## src/rtl/d_trigger_arbiter_if.sv

```systemverilog
// Write-request / shared-register bus between the requesters and d_trigger_arbiter.
// master = requester side, slave = arbiter side.
interface d_trigger_arbiter_if #(
  parameter int WIDTH = 8,
  parameter int N     = 4
);
  logic [N-1:0]       req;
  logic [N*WIDTH-1:0] data;
  logic [N-1:0]       grant;
  logic [WIDTH-1:0]   out;
  logic [2:0]         owner;
  logic               busy;
  logic [7:0]         wr_count;

  modport master (output req, data, input grant, out, owner, busy, wr_count);
  modport slave  (input req, data, output grant, out, owner, busy, wr_count);
endinterface

```

## src/rtl/d_trigger_arbiter.sv

```systemverilog
// Round-robin write arbiter owning one shared WIDTH-bit register, with a HOLD-cycle
// stable window after each write. Optional macro D_TRIGGER_ARB_PRIO_EN gives requester 0 absolute priority.
module d_trigger_arbiter_lane #(
  parameter int WIDTH = 8
) (
  input  logic             sel,
  input  logic [WIDTH-1:0] din,
  output logic [WIDTH-1:0] dout
);
  assign dout = sel ? din : '0;
endmodule

module d_trigger_arbiter #(
  parameter int WIDTH = 8,
  parameter int N     = 4,
  parameter int HOLD  = 2
) (
  input  logic                  clk,
  input  logic                  reset,
  d_trigger_arbiter_if.slave    bus
);
  localparam logic [0:0] S_IDLE = 1'b0;
  localparam logic [0:0] S_HOLD = 1'b1;

  logic [0:0]                  state;
  logic [3:0]                  cnt;
  logic [2:0]                  ptr;
  logic [N-1:0]                grant;
  logic [WIDTH-1:0]            out;
  logic [2:0]                  owner;
  logic [7:0]                  wr_count;

  logic [N-1:0][WIDTH-1:0]     lane_data;
  logic [N-1:0][WIDTH-1:0]     lane_sel_data;
  logic [WIDTH-1:0]            wdata;
  logic [N-1:0]                win_oh;
  logic [2:0]                  win_idx;
  logic                        win_vld;

  assign lane_data = bus.data;

  // Search starts just past the last winner, so a held request waits its turn.
  always_comb begin
    win_vld = 1'b0;
    win_idx = '0;
`ifdef D_TRIGGER_ARB_PRIO_EN
    if (bus.req[0]) win_vld = 1'b1;
`endif
    for (int k = 1; k <= N; k++) begin
      if (!win_vld && bus.req[(int'(ptr) + k) % N]) begin
        win_vld = 1'b1;
        win_idx = 3'((int'(ptr) + k) % N);
      end
    end
    win_oh = win_vld ? (N'(1) << win_idx) : '0;
  end

  genvar gi;
  generate
    for (gi = 0; gi < N; gi++) begin : g_lane
      d_trigger_arbiter_lane #(.WIDTH(WIDTH)) u_lane (
        .sel  (win_oh[gi]),
        .din  (lane_data[gi]),
        .dout (lane_sel_data[gi])
      );
    end
  endgenerate

  always_comb begin
    wdata = '0;
    for (int i = 0; i < N; i++) wdata = wdata | lane_sel_data[i];
  end

  always_ff @(posedge clk or negedge reset) begin
    if (!reset) begin
      state    <= S_IDLE;
      cnt      <= '0;
      ptr      <= 3'(N - 1);
      grant    <= '0;
      out      <= '0;
      owner    <= 3'(N - 1);
      wr_count <= '0;
    end else begin
      grant <= '0;
      case (state)
        S_IDLE: begin
          if (win_vld) begin
            out      <= wdata;
            grant    <= win_oh;
            owner    <= win_idx;
            wr_count <= wr_count + 8'd1;
`ifdef D_TRIGGER_ARB_PRIO_EN
            // A priority grant to requester 0 leaves the rotation untouched.
            if (win_idx != 3'd0) ptr <= win_idx;
`else
            ptr <= win_idx;
`endif
            if (HOLD > 0) begin
              state <= S_HOLD;
              cnt   <= 4'(HOLD);
            end
          end
        end
        S_HOLD: begin
          cnt <= cnt - 4'd1;
          if (cnt == 4'd1) state <= S_IDLE;
        end
        default: state <= S_IDLE;
      endcase
    end
  end

  assign bus.grant    = grant;
  assign bus.out      = out;
  assign bus.owner    = owner;
  assign bus.busy     = (state == S_HOLD);
  assign bus.wr_count = wr_count;
endmodule

```

## src/flat_wrapper.sv

```systemverilog
// flat-port wrapper written by rule: the top's interface ports become plain ports
module d_trigger_arbiter_flat 
#(
  parameter int WIDTH = 8,
  parameter int N     = 4,
  parameter int HOLD  = 2
)
  (clk, reset, bus_req, bus_data, bus_grant, bus_out, bus_owner, bus_busy, bus_wr_count);
  d_trigger_arbiter_if #(.WIDTH(WIDTH), .N(N)) bus_i ();
  input  logic clk;
  input  logic reset;
  input wire logic [$bits(bus_i.req)-1:0] bus_req;
  input wire logic [$bits(bus_i.data)-1:0] bus_data;
  output wire logic [$bits(bus_i.grant)-1:0] bus_grant;
  output wire logic [$bits(bus_i.out)-1:0] bus_out;
  output wire logic [$bits(bus_i.owner)-1:0] bus_owner;
  output wire logic [$bits(bus_i.busy)-1:0] bus_busy;
  output wire logic [$bits(bus_i.wr_count)-1:0] bus_wr_count;
  assign bus_i.req = bus_req;
  assign bus_i.data = bus_data;
  assign bus_grant = bus_i.grant;
  assign bus_out = bus_i.out;
  assign bus_owner = bus_i.owner;
  assign bus_busy = bus_i.busy;
  assign bus_wr_count = bus_i.wr_count;
  d_trigger_arbiter #(.WIDTH(WIDTH), .N(N), .HOLD(HOLD)) u_core (.clk(clk), .reset(reset), .bus(bus_i));
endmodule
```

## config.mk

```make
export PLATFORM = sky130hd
export DESIGN_NAME = d_trigger_arbiter_flat
export DESIGN_NICKNAME = d
export VERILOG_FILES = /design/src/rtl/d_trigger_arbiter_if.sv /design/src/rtl/d_trigger_arbiter.sv /design/src/flat_wrapper.sv
export SDC_FILE = /design/constraint.sdc
export NUM_CORES = 1
export LEC_CHECK = 0
export BUFFER_PORTS_ARGS = -buffer_cell sky130_fd_sc_hd__buf_2
export CAP_MARGIN = 15
export CORE_ASPECT_RATIO = 1.2
export CORE_MARGIN = 3
export CORE_UTILIZATION = 35
export CTS_CLUSTER_DIAMETER = 200
export DETAILED_ROUTE_END_ITERATION = 12
export SLEW_MARGIN = 30
export SYNTH_ARGS = -nofsm -noshare
export SYNTH_HDL_FRONTEND = slang
export SYNTH_SLANG_ARGS = --single-unit
```

## constraint.sdc

```tcl
create_clock -name clk -period 2.67 [get_ports clk]
set_input_delay 0.267 -clock clk [delete_from_list [all_inputs] [get_ports clk]]
set_output_delay 0.267 -clock clk [all_outputs]
set_load 0.01 [all_outputs]
```

=== After elaboration in Yosys (flattened, before gate mapping) ===
Cells that the tools add are included.

* Register bits after elaboration: 28
* Output and inout bits: 24
* Bits of input ports: 38
* Logic and storage cells: 70

* Reductions and logical operators: 11
* Eq/ne operators: 2
* Add/subtract/negate cells: 6
* Muxes and demuxes: 32
* Bitwise logic cells: 8
* Magnitude comparators: 4
* Shifts and indexed selects: 1

{| class="wikitable"
|+ Operators by type and width
! cell !! count
|-
| two-way mux 8 bit || 4
|-
| OR 8 bit || 3
|-
| < comparator 3 x 4 -> 1 bit (second input constant) || 4
|-
| two-way mux 4 bit || 4
|-
| two-way mux 1 bit || 14
|-
| two-way mux 3 bit || 4
|-
| adder 8 x 1 -> 8 bit (second input constant) || 1
|-
| binary-select mux 1 bit (select 2 bit) || 4
|-
| one-hot mux 4 bit (2 select lines) || 1
|-
| OR reduction 2 bit || 4
|-
| adder 2 x 1 -> 2 bit (second input constant) || 2
|-
| adder 2 bit (second input constant) || 2
|-
| bitwise AND 1 bit (first input constant) || 4
|-
| equality test 4 x 1 -> 1 bit (second input constant) || 1
|-
| left shift 1 x 3 -> 4 bit (first input constant) || 1
|-
| subtractor 4 x 1 -> 4 bit (second input constant) || 1
|-
| logical AND 1 bit || 3
|-
| logical NOT 1 bit || 3
|-
| != test 2 x 1 -> 1 bit (second input constant) || 1
|-
| one-hot mux 1 bit (2 select lines) || 1
|-
| AND reduction 2 bit || 1
|-
| NOT 1 bit || 1
|}

=== Longest topological paths before layout ===
Gate-level depths: netlist of run 1.

* Depth after elaboration: 22
* Depth in mapped cells: 7
* Depth with buffers taken out: 5

=== Cells and area by module ===
From an unflattened synthesis of run 1, not the netlist that was laid out.

* Cells, all modules: 154
* Area total of the unflattened synthesis: 1512.7 um^2

{| class="wikitable"
|+ Modules (own cells, without submodules)
! module !! cells an instance !! times used !! area an instance (um^2) !! sequential area each (um^2)
|-
| d_trigger_arbiter || 122 || 1 || 1312.5 || 678.2
|-
| d_trigger_arbiter_lane || 8 || 4 || 50.0 || 0.0
|}

=== Worst setup path before layout of run 1 ===
Ideal clock, no wire load.

* Path type: flip-flop to flip-flop
* Start point: register u_core.ptr[0]
* End point: register u_core.out[0] (netlist: u_core.bus.out[0])
* Data required time: 2542 ps
* Setup time: 128 ps
* Path slack: 1048 ps
* Period minus slack after synthesis: 1622 ps
* Stages on the path, launching flop included: 7
* Data arrival time: 1493 ps
* Cell sequence: dfstp_2 -> buf_6 -> nor2b_4 -> a211o_1 -> a21boi_4 -> mux2i_1 -> o22ai_1

* Cells in the longest elaborated chain, start to end: 20

{| class="wikitable"
|+ RTL lines
! what !! line !! RTL
|-
| from (decl) || d_trigger_arbiter.sv:27 || <nowiki>logic [2:0] ptr;</nowiki>
|-
| from (signal assigned) || d_trigger_arbiter.sv:78 || <nowiki>ptr <= 3'(N - 1);</nowiki>
|-
| from (signal assigned) || d_trigger_arbiter.sv:96 || <nowiki>ptr <= win_idx;</nowiki>
|-
| adder 2 x 1 -> 2 bit || d_trigger_arbiter.sv:50, d_trigger_arbiter.sv:52 ||
|-
| binary-select mux 1 bit (select 2 bit) || d_trigger_arbiter.sv:50 || <nowiki>if (!win_vld && bus.req[(int'(ptr) + k) % N]) begin</nowiki>
|-
| two-way mux 1 bit (not written as such) (2 in a row) || d_trigger_arbiter.sv:50 ||
|-
| two-way mux 1 bit || d_trigger_arbiter.sv:50 ||
|-
| logical NOT 1 bit || d_trigger_arbiter.sv:50 ||
|-
| logical AND 1 bit || d_trigger_arbiter.sv:50 ||
|-
| two-way mux 1 bit || d_trigger_arbiter.sv:50 ||
|-
| logical NOT 1 bit || d_trigger_arbiter.sv:50 ||
|-
| logical AND 1 bit || d_trigger_arbiter.sv:50 ||
|-
| two-way mux 1 bit || d_trigger_arbiter.sv:50 ||
|-
| logical NOT 1 bit || d_trigger_arbiter.sv:50 ||
|-
| logical AND 1 bit || d_trigger_arbiter.sv:50 ||
|-
| two-way mux 3 bit || d_trigger_arbiter.sv:50 ||
|-
| left shift 1 x 3 -> 4 bit || d_trigger_arbiter.sv:55 || <nowiki>win_oh = win_vld ? (N'(1) << win_idx) : '0;</nowiki>
|-
| two-way mux 4 bit || d_trigger_arbiter.sv:55 ||
|-
| two-way mux 8 bit || d_trigger_arbiter.sv:10 || <nowiki>assign dout = sel ? din : '0;</nowiki>
|-
| OR 8 bit (3 in a row) || d_trigger_arbiter.sv:71 || <nowiki>for (int i = 0; i < N; i++) wdata = wdata | lane_sel_data[i];</nowiki>
|-
| to (signal assigned) || d_trigger_arbiter.sv:88 || <nowiki>out <= wdata;</nowiki>
|-
| to (decl) || d_trigger_arbiter.sv:29 || <nowiki>logic [WIDTH-1:0] out;</nowiki>
|}

Several ways; a longest one is shown, not always the timed one. The select of a mux whose other input is x is not followed.
A chain may end at the register's enable or synchronous reset.

=== Worst setup path in the final report of run 1 ===
* Start point: register u_core.ptr[1]
* End point: register u_core.out[6] (netlist: u_core.bus.out[6])

Same word-level chain as after synthesis.

==> impl_results.md, run 1 <==
* Largest net degree at the start of global routing at 28
* Synth-to-Final Area Change at 23.92%
* Arrival time worst endpoint at 2.09 ns
* Antenna Nets Post-Route at 0
* Cts hold-fix bufs at 0
* Vias per std cell at 5.061
* Layout fillers at 439
* Slowest CP cell: dfstp_2
* Final Net Count at 250
* Mapped Area at 0.001475 sq mm
* Congestion Overflow GR at 0
* Port bufs at 60
* Final Slew Violations at 0
* # resized after CTS at 0
* Post-route setup TNS at 0 ns
* Mean post-synth cell area at 9.705 sq um
* Number of global-route vias before repair at 1312
* Sink Count at 27
* Final WL at 3.520 mm
* RSZ-0062 raised after global routing: false
* Core Area at between 0.004 and 0.005 sq mm
* Clk_lat worst skew at 0.27 ns
* Top FF cell, synth: dfrtp_1
* Share of cells above drive strength 1 at 0.3654
* Antenna Cells at 0
* # setup viols final at 0
* Initial antenna violation count at 0
* Tcrit/Tclk final at 0.7123
* DIE HEIGHT at 77.12 um
* Syn nets at 193
* Flops & latches, synth at 27
* DP HPWL at roughly 2.7 mm
* Starting Density at 0.3684
* Sequential fraction of the synthesis area at 0.4597
* Synth top cells by count: dfrtp_1, nor2_1, a21oi_1
* Status: finished, violations left
* First-pass GRT wire length at about 5.9 mm
* Io pins at 62
* Worst Hold Slack at -0.004284 ns
* Worst-margin pin slew at between 0.6 and 0.7 ns
* Via count at 1326
* Headroom to the max-slew limit at 0.5704
* Max incr delay on CP at 0.64 ns
* GPL Wtd Cong at 0.8061
* CTS tree: yes
* Synth warn at 0
* Post-route DRC at 0
* Hold Crit Class: input port to asynchronous set/reset pin
* Failing checks: hold timing
* Die area at 0.005033 sq mm
* Max Cap Viol at 0
* Drt first pass iters at 7
* Required @ worst endpoint at 2.86 ns
* CTS buffer count at 3
* Hold Violations, Final at 6
* Cell with the most instances after synthesis: dfrtp_1
* Rows at 25
* P_leak at 0.8872 nW
* Type of origin of the critical path: flop
* Peak supply drop at 0.3964 mV
* Syn Inst Count at 152
* # H-tree levels at 1
* Crit path cell chain: clkinv_1, a221oi_1, o21ai_0, o22ai_1
* PD cells at around 1000 mW/mm^2
* Initial drt markers at between 40 and 50
* Register area at 678.2 sq um
* EDFF count, synth at 0
* Post-synth top area share at 0.4241
* Asr flop ratio synth at 1.000
* Tot GR Track Use at 0.1464
* Post-CTS Setup Inserts at 0
* Final Skew at 0.004630 ns
* Maximum clock rate at 525.8 MHz
* Worst-case clock buffer depth at 2
* CTS root buf: clkbuf_8
* Cell taking the most area after synthesis: dfrtp_1
* CP max FO at 10
* Die Wd at 65.27 um
* Kind of critical path: flop to flop
* Area of the multi-input gates at 709.4 sq um
* Synth cell types at 42
* CP endpoint kind: flop
* Min Clock Period, post-route at 1.902 ns
* Clock transition at path regs at 0.10 ns
* Largest cells by area after synthesis: dfrtp_1, nor2_1, a21oi_1, dfstp_2, xnor2_1
* Post-DR wirelength/cell at 13.44 um
-- state kept, by name, summed over array words and instances (netlist names) --
signal	count
u_core.bus.busy	1
u_core.bus.grant	4
u_core.bus.out	8
u_core.bus.wr_count	8
u_core.cnt	4
u_core.ptr	2
-- cell families after synthesis --
group                    after synthesis  share of synthesized area
AND/OR/NAND/NOR                       52                     0.1781
AO/OA/AOI/OAI                         44                     0.2053
flip-flops                            27                     0.4597
buffers and inverters                 14                    0.05936
XOR/XNOR                               7                    0.04156
multiplexers                           4                    0.02799
adder cells (fa/ha/maj)                3                    0.02545
other                                  1                   0.002542
-- area by class of cell --
type                       instances  area share
multi-input combinational        111      0.3881
sequential                        27      0.3710
timing repair buffer              61      0.1684
tap                               54     0.03696
clock buffer                       3     0.02259
inverter                           5     0.01027
clock inverter                     1    0.002738
-- critical path: cells and delay by family, from the launching register on --
family                 cells  cell delay (ns)
DFF                        1             0.64
AOI/OAI and AO/OA          3             0.98
buffers and inverters      1             0.20
-- layout by cell type, fill, tap and decap left out, types with 2 or more instances in the layout --
cell type / synthesis / layout
nand3_1: 4 / 4
mux2i_1: 3 / 3
nor3_1: 3 / 3
inv_1: 3 / 3
dfstp_2: 2 / 2
xnor2_1: 6 / 6
nand4_1: 2 / 2
clkbuf_8: 0 / 3
nor2_1: 19 / 19
a21oi_1: 13 / 13
o22ai_1: 6 / 6
ha_1: 3 / 3
nand2_1: 12 / 12
dfrtp_1: 25 / 25
o21ai_0: 10 / 10
nor2b_1: 2 / 2
a222oi_1: 5 / 5
a221oi_1: 4 / 4
buf_2: 1 / 60
-- layer usage --
layer  vias to the layer above  routed length [um]  GRT usage
met1                       615                1556     0.1974
met5                         -                   0          0
met4                         0                  25    0.03734
met2                        54                1683     0.2401
li1                        655                   -          -
met3                         2                 254    0.02635
-- stage by stage --
| stage | total power, mW | cells | cell area, sq um | util | worst slack (ns) |
|---|---|---|---|---|---|
| after floorplan | 1.322 | 152 | 1475 | - | 1.048 |
| after global placement | 1.563 | 258 | 1782 | 0.4450 | 0.7969 |
| after detailed placement | 1.567 | 258 | 1782 | 0.4450 | 0.7986 |
| after CTS | 1.801 | 262 | 1828 | 0.4566 | 0.7716 |
| after global routing | 1.943 | 262 | 1828 | 0.4566 | 0.5199 |
| final | 1.782 | 262 | 1828 | 0.4566 | 0.7680 |
-- worst paths after layout --
path / start / to / slack, ns / depth (start not counted)
hold reg to reg: u_core.bus.wr_count[7]$_DFFE_PN0P_ / u_core.bus.wr_count[7]$_DFFE_PN0P_ / 0.47 / 1
min in group clk: bus_data[3] / u_core.bus.out[3]$_DFFE_PN0P_ / 0.29 / 3
setup / recovery: u_core.ptr[1]$_DFFE_PN1P_ / u_core.bus.out[6]$_DFFE_PN0P_ / 0.77 / 4
hold / removal: reset / u_core.cnt[3]$_DFFE_PN0P_ / -0.004 / 1
setup reg to reg: u_core.ptr[1]$_DFFE_PN1P_ / u_core.bus.out[6]$_DFFE_PN0P_ / 0.77 / 4
max in group asynchronous: reset / u_core.bus.out[6]$_DFFE_PN0P_ / 2.28 / 1
-- power breakdown --
group | total, mW | internal, mW | leakage (nW) | switching, mW
registers | 0.732 | 0.574 | 0.322 | 0.158
logic | 0.817 | 0.370 | 0.540 | 0.448
clock network | 0.232 | 0.104 | 0.0255 | 0.128
No activity file was read; power rests on OpenSTA's default activity.
==> inputs of run 2 (changes only) <==
==> constraint.sdc (replaced) <==
create_clock -name clk -period 1.9 [get_ports clk]
set_input_delay 0.19 -clock clk [delete_from_list [all_inputs] [get_ports clk]]
set_output_delay 0.19 -clock clk [all_outputs]
set_load 0.01 [all_outputs]
==> run 2 against run 1 <==
  * The run now ends clean
  * First-iteration DRC count increased by 56%
  * Critical path type unchanged
  * Utilization is 1.4 points higher
  * Final cell count grew 2.3%
  * Clock skew rose by 0.0023 ns
  * Sequential power increased by 39%
  * Largest power group unchanged
==> impl_results.md, run 2 (same netlist as run 1, synthesis figures left out) <==
* Final Slew Violations at 0 (unchanged)
* P_leak at 0.9090 nW (+2.5%)
* Starting Density at 0.3684 (unchanged)
* Io pins at 62 (unchanged)
* Post-Layout Inst Area at 0.001883 sq mm (+3.0%)
* Worst r2r src: u_core.ptr[0]$_DFFE_PN1P_
* Initial antenna violation count at 0 (unchanged)
* Arrival time worst endpoint at 1.88 ns (-0.21 ns)
* GPL Wtd Cong at 0.7603 (-5.7%)
* # H-tree levels at 1 (unchanged)
* Clock transition at path regs at 0.10 ns (about the same)
* Die Wd at 65.27 um (unchanged)
* Via count at 1370 (+3.3%)
* Type of origin of the critical path: flop
* Sink Count at 27 (unchanged)
* Post-DR wirelength/cell at 13.42 um (-0.13%)
* Port bufs at 60 (unchanged)
* DIE HEIGHT at 77.12 um (unchanged)
* Status: completed
* Required @ worst endpoint at 2.07 ns (-0.79 ns)
* Final WL at 3.596 mm (+2.2%)
* Commonest non-fill, non-tap cell in the layout: buf_2
* Synth-to-Final Area Change at 27.65%
* Final Skew at 0.006897 ns (+0.002267 ns)
* Int Pwr at 1.514 mW (+44%)
* Worst-case clock buffer depth at 2 (unchanged)
* CP endpoint kind: flop
* CTS root buf: clkbuf_8
* Initial drt markers at 70 (+56%)
* Antenna Nets Post-Route at 0 (unchanged)
* Rows at 25 (unchanged)
* Switching Share at 0.4105 (-0.001157)
* Final Net Count at 256 (+2.4%)
* CTS tree: yes
* Post-route setup TNS at 0 ns (unchanged)
* Hold Violations, Final at 0 (-6)
* Placed Area at 0.001822 sq mm (+2.2%)
* CTS buffer count at 3 (unchanged)
* Kind of critical path: flop to flop
* Switching pwr at 1.054 mW (+44%)
* Flop2flop setup slack at 0.18 ns (-0.59 ns)
* RSZ-0062 raised after global routing: false
* Maximum clock rate at 582.3 MHz (+11%)
* FF-to-FF path depth at 5 (+1)
* Congestion Overflow GR at 0 (unchanged)
* Top flop regs: u_core.bus.out (8), u_core.bus.wr_count (8)
* Antenna Cells at 0 (unchanged)
* Post-CTS Setup Inserts at 0 (unchanged)
* Clk pwr share at 0.133 (+0.003)
* Worst setup path startpoint: u_core.ptr[0]$_DFFE_PN1P_
* Max Cap Viol at 0 (unchanged)
* Drt first pass iters at 5 (-2)
* Hold path cells at 3
* CP max FO at 11 (+1)
* Most frequent cells in the layout: buf_2, dfrtp_1, nor2_1, a21oi_1, nand2_1
* Number of global-route vias before repair at 1329 (+1.3%)
* PD cells at 1364 mW/mm^2 (+40%)
* Clk_lat worst skew at 0.28 ns (about the same)
* Worst-margin pin slew at 0.6868 ns (+0.04240 ns)
* Vias per std cell at 5.112 (+1.0%)
* Die area at 0.005033 sq mm (unchanged)
* Hold Crit Class: input port to flop
* Core Area at 0.004004 sq mm (unchanged)
* Worst-case hold path end point: u_core.bus.out[7]$_DFFE_PN0P_
* Logic pwr share at 0.471 (+0.012)
* Min Clock Period, post-route at 1.717 ns (-0.1845 ns)
* Tcrit/Tclk final at 0.9039 (+0.1916)
* # setup viols final at 0 (unchanged)
* First-pass GRT wire length at 6.147 mm (+4.1%)
* Reg-to-Reg End: u_core.bus.out[2]$_DFFE_PN0P_
* Tot GR Track Use at 0.1526 (+0.006189)
* Peak supply drop at 0.5054 mV (+28%)
* Post-route DRC at 0 (unchanged)
* Min-delay src: bus_data[7]
* Headroom to the max-slew limit at 0.5386 (-0.03179)
* DP HPWL at 2.794 mm (+2.9%)
* Largest net degree at the start of global routing at 28 (unchanged)
* Share of cells above drive strength 1 at 0.3879 (+0.02247)
* Sequential power share at 0.396 (-0.015)
* Fin util at 0.4703 (+0.01375)
-- run 2: changes by cell type in the layout (fill, tap and decap cells not counted), sizes merged --
cell and delta:
buf +5, clkinv -1, clkinvlp +1, dlygate4sd3 +1
-- run 2: metrics by stage --
step / worst slack [ns] / hold WS (ns) / total power, mW / cells
2_1_floorplan: 0.2784 / -0.1056 / 1.858 / 152
5_1_grt: 0.02887 / 0.2151 / 2.808 / 268
3_5_place_dp: 0.07742 / 0.2488 / 2.246 / 263
3_3_place_gp: 0.1016 / 0.2470 / 2.237 / 263
6_report: 0.1826 / 0.1956 / 2.569 / 268
4_1_cts: 0.06442 / 0.1945 / 2.593 / 268
-- run 2: repair_timing --
action / 4_1_cts / 5_1_grt
gates resized for setup: 0 / 1
hold buffers: 1 / 0
setup endpoints to repair: 0 / 8
endpoints found under the hold margin: 25 / 0
-- run 2: power by group through the flow --
stage	logic, mW	registers, mW	clock network (mW)
5_1_grt	1.37	1.06	0.378
3_3_place_gp	1.21	1.03	0
3_5_place_dp	1.22	1.02	0
4_1_cts	1.22	1.02	0.352
2_1_floorplan	0.826	1.03	0
6_report	1.21	1.02	0.342
-- run 2: critical path: stages, from the launching register on --
cell and delay (ns):
dfstp_2 0.65, nor2b_4 0.07, a211o_1 0.32, a21boi_4 0.24, mux2i_1 0.23, o22ai_1 0.10
-- run 2: cell type report --
| cell class | instances | area (sq um) |
|---|---|---|
| multi-input combinational | 111 | 714.4 |
| tap | 54 | 67.56 |
| inverter | 5 | 18.77 |
| sequential | 27 | 678.2 |
| fill | 428 | 2121 |
| timing repair buffer | 67 | 355.3 |
| clock inverter | 1 | 7.507 |
| clock buffer | 3 | 41.29 |
-- run 2: worst max-delay path by stage --
stage | end | slack [ns] | cells after the start
CTS | u_core.bus.out[4]$_DFFE_PN0P_ | 0.06 | 5
finish | u_core.bus.out[2]$_DFFE_PN0P_ | 0.18 | 5
global placement | u_core.bus.out[7]$_DFFE_PN0P_ | 0.10 | 5
detailed placement | u_core.bus.out[4]$_DFFE_PN0P_ | 0.08 | 5
floorplan | u_core.bus.out[0]$_DFFE_PN0P_ | 0.28 | 6
global route | u_core.bus.out[7]$_DFFE_PN0P_ | 0.03 | 5
-- run 2: metal layers --
metal  global-route usage  part of all wire  vias to the layer above
met3              0.03367             0.080                        6
met1               0.2079              0.43                      633
met4              0.04357             0.014                        0
li1                     -                 -                      669
met5                    0                 0                        -
met2               0.2411              0.47                       62
==> inputs of run 3 (changes only) <==
--- a/config.mk
+++ b/config.mk
@@ -12,6 +12,7 @@
 export CORE_UTILIZATION = 35
 export CTS_CLUSTER_DIAMETER = 200
 export DETAILED_ROUTE_END_ITERATION = 12
+export SETUP_SLACK_MARGIN = 0.5
 export SLEW_MARGIN = 30
 export SYNTH_ARGS = -nofsm -noshare
 export SYNTH_HDL_FRONTEND = slang
==> run 3 against run 2 <==
  * First-iteration DRC count down 34%
  * Highest routed layer unchanged
  * Via count rose by 0.58%
  * Total power up 16%
  * Register-to-register slack better by 0.07 ns
  * Maximum frequency grew 4.5%
  * Sequential power is essentially flat
  * Worst setup slack improved by 0.074 ns
  * Clock power fell by 5.8%
  * Utilization rose by 5.6 points
  * Largest power group unchanged
==> impl_results.md, run 3 (same netlist as run 1, synthesis figures left out) <==
* Top flop regs: u_core.bus.out (8), u_core.bus.wr_count (8)
* # H-tree levels at 1 (unchanged)
* CP max FO at 7 (-4)
* Io pins at 62 (unchanged)
* Starting Density at 0.3684 (unchanged)
* Post-route DRC at 0 (unchanged)
* DP HPWL at 2.773 mm (-0.72%)
* Core Area at 0.004004 sq mm (unchanged)
* Synth-to-Final Area Change at 42.75%
* Busiest metal layer after global routing: met2
* Post-Layout Inst Area at 0.002106 sq mm (+12%)
* Most frequent cells in the layout: buf_2, dfrtp_1, nor2_1, a21oi_1
* Tot GR Track Use at 0.1487 (-0.003913)
* DIE HEIGHT at 77.12 um (unchanged)
* Antenna Nets Post-Route at 0 (unchanged)
* Rows at 25 (unchanged)
* First-pass GRT wire length at 6.141 mm (about the same)
* Largest net degree at the start of global routing at 28 (unchanged)
* Final Non-Filler Cells at 278 (+3.7%)
* Maximum clock rate at 608.5 MHz (+4.5%)
* Vias per std cell at 4.957 (-3.0%)
* Port bufs at 60 (unchanged)
* Share of cells above drive strength 1 at 0.4955 (+0.1077)
* Worst Hold Slack at 0.2005 ns (+0.004951 ns)
* P_leak at 1.023 nW (+13%)
* CTS tree: yes
* Via count at 1378 (+0.58%)
* Status: completed
* RSZ-0062 raised after global routing: true
* Number of global-route vias before repair at 1340 (+0.83%)
* Hold Crit Class: input port to flop
* Headroom to the max-slew limit at 0.5975 (+0.05885)
* Peak supply drop at 0.6777 mV (+34%)
* Placed Area at 0.001819 sq mm (-0.14%)
* Worst-margin pin slew at 0.6038 ns (-0.08300 ns)
* Worst-case clock buffer depth at 2 (unchanged)
* M1 GR Usage at 0.2163 (+0.008318)
* Final Skew at 0.001923 ns (-0.004974 ns)
* GPL Wtd Cong at 0.8289 (+9.0%)
* PD cells at 1415 mW/mm^2 (+3.7%)
* Commonest non-fill, non-tap cell in the layout: buf_2
* Type of origin of the critical path: flop
* Clock transition at path regs at 0.09 ns (about the same)
* Sink Count at 27 (unchanged)
* Tcrit/Tclk final at 0.8650 (-0.03892)
* Post-route setup TNS at 0 ns (unchanged)
* Clk_lat worst skew at 0.26 ns (-0.02 ns)
* Drt first pass iters at 4 (-1)
* Final WL at 3.862 mm (+7.4%)
* Post-DR wirelength/cell at 13.89 um (+3.5%)
* Max Cap Viol at 0 (unchanged)
* Inst Count DP at 259 (-1.5%)
* Final Slew Violations at 0 (unchanged)
* Kind of critical path: flop to flop
* CTS buffer count at 3 (unchanged)
* Met2 Usage GRT at 0.2351 (-0.006079)
* Met3 usage at 0.02782 (-0.005857)
* Die area at 0.005033 sq mm (unchanged)
* # setup viols final at 0 (unchanged)
* Die Wd at 65.27 um (unchanged)
* Antenna Cells at 0 (unchanged)
* CP endpoint kind: flop
* Arrival time worst endpoint at 1.80 ns (-0.08 ns)
* Congestion Overflow GR at 0 (unchanged)
* Initial antenna violation count at 0 (unchanged)
* Min Clock Period, post-route at 1.643 ns (-0.07396 ns)
* Required @ worst endpoint at 2.05 ns (-0.02 ns)
* Pwr Total at 2.979 mW (+16%)
* CTS root buf: clkbuf_8
* Final Net Count at 266 (+3.9%)
* Hold Violations, Final at 0 (unchanged)
* Initial drt markers at 46 (-34%)
[run 3: cell types whose count changed in the layout (fill, tap and decap cells not counted), moves of 3 or more]
cell and change:
buf_4 +5, buf_6 +4, nor2_4 +4, a221oi_1 -3, nor2_1 -3
[run 3: layer usage]
layer,share of wire,wire length [um]
met4,0.0028,11
met2,0.48,1855
met3,0.066,256
met1,0.45,1739
met5,0,0
[run 3: report_power, final]
group,switching (mW),total (mW),internal (mW)
clock,0.176,0.322,0.147
sequential,0.222,1.03,0.808
combinational,0.822,1.63,0.805
[run 3: critical path, cell delays in order (launching register included)]
cell and delay (ns):
dfstp_2 0.64, nor2b_4 0.07, a211o_1 0.28, a21boi_4 0.22, mux2i_1 0.23, o22ai_1 0.08
[run 3: what timing repair did]
action,4_1_cts,5_1_grt
hold endpoints to repair,25,0
endpoints found under the setup margin,17,19
hold buffers,1,0
gates resized for setup,5,24
pin swaps,0,17
buffers inserted,5,9
cloned,0,0
[run 3: layout make-up]
cell class	instances	area, sq um
clock buffer	3	41.29
clock inverter	1	5.005
fill	403	1898
inverter	5	21.27
multi-input combinational	111	834.6
sequential	27	678.2
tap	54	67.56
timing repair buffer	77	457.9
[run 3: stage by stage]
step                      setup slack (ns)  utilization
after floorplan                     0.3505            -
after global placement              0.2073       0.4544
after detailed placement            0.1510       0.4544
after CTS                           0.2725       0.4838
after global routing                0.1583       0.5259
final                               0.2565       0.5259
[run 3: final timing paths]
check,start,to,cells after the start,slack [ns]
worst max-delay path,u_core.ptr[0]$_DFFE_PN1P_,u_core.bus.out[6]$_DFFE_PN0P_,5,0.26
worst min-delay path,bus_data[25],u_core.bus.out[1]$_DFFE_PN0P_,3,0.20
worst max register to register,u_core.ptr[0]$_DFFE_PN1P_,u_core.bus.out[6]$_DFFE_PN0P_,5,0.26
worst min register to register,u_core.bus.wr_count[7]$_DFFE_PN0P_,u_core.bus.wr_count[7]$_DFFE_PN0P_,1,0.48
max in group asynchronous,reset,u_core.bus.out[1]$_DFFE_PN0P_,2,1.04
min in group asynchronous,reset,u_core.bus.grant[1]$_DFF_PN0_,2,0.47
